[config.mk]
export PLATFORM = sky130hd
export DESIGN_NAME = add3bit_serial_ctrl
export DESIGN_NICKNAME = d
export VERILOG_FILES = /design/src/rtl/add3bit_pkg.sv /design/src/rtl/add3bit.sv /design/src/rtl/add3bit_serial_ctrl.sv
export SDC_FILE = /design/constraint.sdc
export NUM_CORES = 1
export LEC_CHECK = 0
export BUFFER_PORTS_ARGS = -buffer_cell sky130_fd_sc_hd__buf_2
export CORE_ASPECT_RATIO = 1.1
export CORE_MARGIN = 1.5
export CORE_UTILIZATION = 35
export DETAILED_ROUTE_END_ITERATION = 16
export PLACE_DENSITY = 0.53
export SETUP_SLACK_MARGIN = 0.15
export SYNTH_ARGS = -nofsm -noshare
export SYNTH_HDL_FRONTEND = slang
export SYNTH_SLANG_ARGS = --single-unit
[constraint.sdc]
create_clock -name clk -period 1.7 [get_ports clk]
set_input_delay 0.085 -clock clk [delete_from_list [all_inputs] [get_ports clk]]
set_output_delay 0.085 -clock clk [all_outputs]
set_load 0.05 [all_outputs]
[src/rtl/add3bit_pkg.sv]
// Shared definitions for the digit-serial add3bit controller.
package add3bit_pkg;

    // Width of one add3bit digit slice.
    localparam int DIGIT_W = 3;

    // Controller states.
    typedef enum logic [1:0] {
        IDLE = 2'd0,
        RUN  = 2'd1,
        DONE = 2'd2
    } state_t;

endpackage

[src/rtl/add3bit.sv]
// Three-bit adder slice with carry in/out: {Cout, Sum} = A + B + Cin.
module add3bit
    import add3bit_pkg::*;
(
    input  logic [DIGIT_W-1:0] A,
    input  logic [DIGIT_W-1:0] B,
    input  logic               Cin,
    output logic [DIGIT_W-1:0] Sum,
    output logic               Cout
);

    // Pure combinational digit add; one extra bit captures the carry.
    assign {Cout, Sum} = {1'b0, A} + {1'b0, B} + {{DIGIT_W{1'b0}}, Cin};

endmodule

[src/rtl/add3bit_serial_ctrl.sv]
// Digit-serial WIDTH-bit adder: reuses one add3bit slice, LSD first,
// with a registered carry chaining one digit to the next.
//
// Handshake: start is sampled on every rising edge but only accepted in
// IDLE or DONE; the accepting edge captures a, b and cin. done is a
// one-cycle pulse exactly NDIG edges later, and sum/cout are valid from
// that pulse until the next done. start during RUN is dropped, not queued.
module add3bit_serial_ctrl
    import add3bit_pkg::*;
#(
    parameter int WIDTH = 12
)
(
    input  logic             clk,
    input  logic             rst,
    input  logic             start,
    input  logic [WIDTH-1:0] a,
    input  logic [WIDTH-1:0] b,
    input  logic             cin,
    output logic             busy,
    output logic             done,
    output logic [WIDTH-1:0] sum,
    output logic             cout,
    output state_t           state_dbg
);

    localparam int NDIG  = WIDTH / DIGIT_W;
    localparam int CNT_W = (NDIG > 1) ? $clog2(NDIG) : 1;
    localparam logic [CNT_W-1:0] LAST_CNT = CNT_W'(NDIG - 1);

    // Reject widths that do not split into whole digits.
    if ((WIDTH % DIGIT_W) != 0 || WIDTH < DIGIT_W) begin : g_bad_width
        $error("add3bit_serial_ctrl: WIDTH must be a multiple of 3 and >= 3");
    end

    state_t             state;
    logic [WIDTH-1:0]   a_sh;
    logic [WIDTH-1:0]   b_sh;
    logic [WIDTH-1:0]   res_sh;
    logic [WIDTH-1:0]   res_next;
    logic               carry;
    logic [CNT_W-1:0]   cnt;
    logic [DIGIT_W-1:0] d_sum;
    logic               d_cout;
    logic               accept;

    // The one shared digit slice.
    add3bit u_add3bit (
        .A    (a_sh[DIGIT_W-1:0]),
        .B    (b_sh[DIGIT_W-1:0]),
        .Cin  (carry),
        .Sum  (d_sum),
        .Cout (d_cout)
    );

    // Next result word: shift right one digit, new digit enters at the top.
    always_comb begin
        res_next = res_sh >> DIGIT_W;
        res_next[WIDTH-1 -: DIGIT_W] = d_sum;
    end

    assign accept    = start && (state == IDLE || state == DONE);
    assign state_dbg = state;

    // Controller FSM, operand/result shifting and registered outputs.
    always_ff @(posedge clk or posedge rst) begin
        if (rst) begin
            state  <= IDLE;
            busy   <= 1'b0;
            done   <= 1'b0;
            sum    <= '0;
            cout   <= 1'b0;
            a_sh   <= '0;
            b_sh   <= '0;
            res_sh <= '0;
            carry  <= 1'b0;
            cnt    <= '0;
        end else begin
            done <= 1'b0;
            if (accept) begin
                a_sh   <= a;
                b_sh   <= b;
                carry  <= cin;
                cnt    <= '0;
                res_sh <= '0;
                busy   <= 1'b1;
                state  <= RUN;
            end else begin
                case (state)
                    RUN: begin
                        a_sh   <= a_sh >> DIGIT_W;
                        b_sh   <= b_sh >> DIGIT_W;
                        res_sh <= res_next;
                        carry  <= d_cout;
                        if (cnt == LAST_CNT) begin
                            sum   <= res_next;
                            cout  <= d_cout;
                            busy  <= 1'b0;
                            done  <= 1'b1;
                            state <= DONE;
                        end else begin
                            cnt <= cnt + 1'b1;
                        end
                    end
                    DONE:    state <= IDLE;
                    default: state <= IDLE;
                endcase
            end
        end
    end

endmodule

Word level (Yosys, flattened, before mapping)
Index checks and enable logic that the tools add are counted.
{ "totals": {"ff_bits": 56} }
{ "op_classes": {"n_reduce_logical": 8, "bitwise": 1, "eq_ne": 5, "addsub": 3, "muxes": 20} }
{ "ops": {"columns": ["op", "count"], "rows": [
  ["$mux W12", 6],
  ["$mux W2", 6],
  ["$mux W1", 8],
  ["$add A3 B3 Y4", 1],
  ["$add A4 B1 Y4", 1],
  ["$eq A2 B2 Y1 const B", 2],
  ["$reduce_and A2 Y1", 2],
  ["$reduce_bool A2 Y1", 2],
  ["$ne A3 B3 Y1 const B", 1],
  ["$reduce_and A3 Y1", 1],
  ["$add A2 B1 Y2 const B", 1],
  ["$eq A2 B1 Y1 const B", 1],
  ["$logic_not A2 Y1", 1],
  ["$ne A2 B2 Y1 const B", 1],
  ["$logic_and A1 B1 Y1", 1],
  ["$logic_or A1 B1 Y1", 1],
  ["$not A1 Y1", 1]
]} }

Longest topological paths before layout
{ "depth": {"depth_word": 5, "depth_mapped": 5, "ltp_nobuf": 4} }

Modules after synthesis
Synthesis repeated with hierarchy kept, for this count alone.
{ "unflattened": {"cells_unflattened": 231, "hier_area_um2": 2665.1} }
{ "by_module_without_submodules": {"columns": ["module", "area_each_um2", "instances", "cells_each"], "rows": [
  ["add3bit_serial_ctrl", 2551.2, 1, 216],
  ["add3bit", 113.9, 1, 15]
]} }

Least setup slack after synthesis
No wires, ideal clock.
{ "synth_path": {"path_type": "register to register", "from": "reg a_sh[0]", "to": "reg sum[11]", "arrival_time_ns": 1.604, "period_less_slack_ns": 1.729, "setup_ns": 0.125, "stages_incl_launch_ff": 5, "path_buffers": 0, "required_time_ns": 1.575, "slack_ns": -0.029, "path_cell_list": "dfrtp_1 fa_1 fa_1 xor2_1 mux2_2"} }
{ "synth_between": {"elab_chain_cells": 2} }
{ "synth_lines": {"columns": ["item", "line_no", "source"], "rows": [
  ["from (decl)", "add3bit_serial_ctrl.sv:37", "logic [WIDTH-1:0] a_sh;"],
  ["from (signal assigned)", "add3bit_serial_ctrl.sv:91", "a_sh <= a_sh >> DIGIT_W;"],
  ["$add A3 B3 Y4", "add3bit.sv:13", "assign {Cout, Sum} = {1'b0, A} + {1'b0, B} + {{DIGIT_W{1'b0}}, Cin};"],
  ["$add A4 B1 Y4", "add3bit.sv:13", null],
  ["to (signal assigned)", "add3bit_serial_ctrl.sv:96", "sum <= res_next;"],
  ["to (decl)", "add3bit_serial_ctrl.sv:22", "output logic [WIDTH-1:0] sum,"]
]} }
No other way between the ends.
A chain may end at the register's enable or synchronous reset.

Final worst setup path
Same ends and word-level chain as after synthesis.

==> flow_metrics.env <==
export IMPL_nNetsFinal=276
export IMPL_critPathMostFrequentCell="fa_2"
export IMPL_drt_initial_drc_count=94
export IMPL_period_needed_ps=1690
export IMPL_synthTopCellsByArea="dfrtp_1 58%, a22o_1 5.7%, a22oi_2 4.4%"
export IMPL_yosysMostFrequentCell="dfrtp_1"
export IMPL_htreeDepth=2
export IMPL_crit_path_end_kind="register"
export IMPL_finalHoldViolCount=0
export IMPL_fmax_ghz=0.5917
export IMPL_fin_crit_sh_pct=99.41
export IMPL_cts_max_path_buffers=2
export IMPL_cts_clk_slew_worst_paths_ps=100
export IMPL_die_y_microns=87.83
export IMPL_reg2reg_from="a_sh[0]"
export IMPL_hold_path_end="b_sh[0]"
export IMPL_clkSinkCount=53
export IMPL_yosysSeqAreaShare_pct=57.92
export IMPL_placed_area_sq_mm=0.002587
export IMPL_grt_max_degree=34
export IMPL_arrival_ps=1880
export IMPL_synthTopCellsByCount="53 x dfrtp_1, 23 x nand2_1, 18 x nand3_1"
export IMPL_crit_fanout=2
export IMPL_dr_total_vias=1628
export IMPL_syn_nets=210
export IMPL_netlist_area_sq_mm=0.002290
export IMPL_stdcell_area_sq_mm=0.002885
export IMPL_synth_top_cell_by_area="dfrtp_1"
export IMPL_drv_cap=0
export IMPL_die_w_microns=80.12
export IMPL_routedWlPerCell_microns=14.39
export IMPL_crit_required_ps=1890
export IMPL_insertion_delay_ps=310
export IMPL_fin_skew_ps=11.67
export IMPL_gp_congestion=0.7302
export IMPL_cts_setup_buffers=0
export IMPL_antenna_cells=0
export IMPL_tightest_slew_ps=487.5
export IMPL_ys_warn_count=0
export IMPL_first_global_vias=1625
export IMPL_path_cells="fa_2 > fa_2 > xor2_1 > mux2_2"
export IMPL_grt_setup_unrepaired="true"
export IMPL_drive_gt1_share_pct=34.02
export IMPL_r2r_cells=4
export IMPL_power_per_cell_area_mw_per_mm2=1984
export IMPL_area_growth_pct=26.01
export IMPL_drtAntennaViolNets=0
export IMPL_ys_ff_latch=53
export IMPL_fp_coreArea_sq_mm=0.006231
export IMPL_start_util_pct=36.75
export IMPL_hp_start="b[0]"
export IMPL_ys_flop_type="dfrtp_1"
export IMPL_timing_setup_tns_ps=0
export IMPL_leakage_nw=1.438
export IMPL_die_area_sq_mm=0.007037
export IMPL_ir_drop_mv=0.8787
export IMPL_setup_viol=0
export IMPL_max_slew_margin_rel_pct=67.45
export IMPL_grtUsageTotal_pct=14.26
export IMPL_crit_slowest_cell="dfrtp_1"
export IMPL_numCtsBuffers=5
export IMPL_synth_async_reset_ratio_pct=100.0
export IMPL_vias_per_cell=5.025
export IMPL_grt_ovfl_total=0
export IMPL_min_path_cells=3
export IMPL_drt_pass1_iter_count=4
export IMPL_status="completed"
export IMPL_hp_class="input pin to register"
export IMPL_dpl_hpwl_mm=2.941
export IMPL_grt_pass1_wl_mm=7.762
export IMPL_startpoint_type="register"
export IMPL_ff2ff_setup_slack_ps=10
export IMPL_slew_violations=0
export IMPL_cts_tree="built"
export IMPL_rows=30
export IMPL_synth_edf_count=0
export IMPL_critPathMaxStageDelay_ps=420
export IMPL_r2r_end="sum[11]"
export IMPL_antenna_found_initial=0
export IMPL_netlist_instances=177
export IMPL_path_class="register to register"
export IMPL_synth_cell_types=28
export IMPL_synth_area_per_cell_sq_um=12.94
export IMPL_io_pin_count=45
export IMPL_root_buffer="clkbuf_8"
export IMPL_wl_mm=4.661
export IMPL_port_buffers=44
export IMPL_synth_top_cell_area_share_pct=57.92
export IMPL_drc_errors=0
[report_power, final]
group          switching, mW  total [mW]  internal, mW
Combinational           1.73        2.83          1.10
Clock                  0.420       0.711         0.291
Sequential             0.356        2.18          1.83
[what timing repair did]
item	CTS	global route
resized for setup	0	0
pin swaps	2	1
hold buffers	21	0
setup endpoints to repair	4	4
hold endpoints to repair	40	0
[metal layers]
metal  up-vias  routed length (microns)  GRT usage [%]
li1        763                        -              -
met1       812                     2284          19.01
met2        48                     2121          23.30
met3         5                      217          3.542
met4         0                       38          3.762
met5         -                        0              0
[metrics by stage]
stage / hold slack (ps) / total power [mW] / std cells / setup WS [ps] / utilization, %
floorplan: 199.0 / 4.479 / 177 / 65.31 / -
global placement: 138.4 / 4.996 / 295 / 37.77 / 41.53
detailed placement: 133.4 / 5.044 / 295 / 23.80 / 41.53
CTS: 4.220 / 5.789 / 324 / 6.615 / 46.31
global route: 11.51 / 6.136 / 324 / -35.74 / 46.31
finish: 7.453 / 5.723 / 324 / 10.02 / 46.31
[worst max path at each step]
stage,startpoint,endpoint,slack (ps),depth (start not counted)
after floorplan,a_sh[0],sum[11],70,4
after global placement,a_sh[0],sum[11],40,4
after detailed placement,a_sh[0],sum[11],20,4
after CTS,b_sh[0],sum[11],7,4
after global routing,a_sh[0],sum[11],-40,4
final,a_sh[0],sum[11],10,4
[logic make-up (layout without fill, tap and decap cells)]
kind of cell | count (synthesis) | after routing | synth area share [%]
multiplexers | 13 | 13 | 6.393
XOR/XNOR | 1 | 1 | 0.3826
AND/OR/NAND/NOR | 51 | 51 | 11.80
buffers and inverters | 16 | 83 | 5.191
flip-flops | 53 | 53 | 57.92
adder cells (fa/ha/maj) | 5 | 5 | 3.388
AO/OA/AOI/OAI | 38 | 38 | 14.92
[cell usage in the layout, fill, tap and decap left out, types with 2 or more instances in the layout]
cell           netlist  final
buf_4                1      4
ha_1                 3      3
a22o_1              15     15
mux2_2               8      8
nor2_1               2      2
o21ai_0              2      2
buf_12               0      2
clkbuf_8             0      5
fa_2                 0      2
buf_2                5     44
nand2b_1             2      2
dlygate4sd3_1        0     21
inv_1                4      3
clkinvlp_4           0      2
nand3_1             18     18
nand2_1             23     23
a22oi_2              8      8
mux2_1               5      4
a22oi_1             10     10
dfrtp_1             53     53
[critical path: cells and delay by family (launching register included)]
family,cells,cell delay (ps)
adder cells (fa/ha/maj),2,750
multiplexers,1,260
flip-flops,1,420
XOR/XNOR,1,150
[cell type report]
cell class	count	area (sq um)
Multi-Input combinational cell	108	855.8
Clock buffer	6	72.57
Inverter	4	15.01
Clock inverter	2	15.01
Sequential cell	53	1326
Fill cell	631	3346
Tap cell	80	100.1
Timing Repair Buffer	71	500.5
[flip-flops by register name (all words and copies together), names as in the netlist]
signal / count
done: 1
carry: 1
sum: 12
res_sh: 9
a_sh: 12
cout: 1
b_sh: 12
cnt: 2
busy: 1
state_dbg: 2
(Power assumes the default switching activity.)
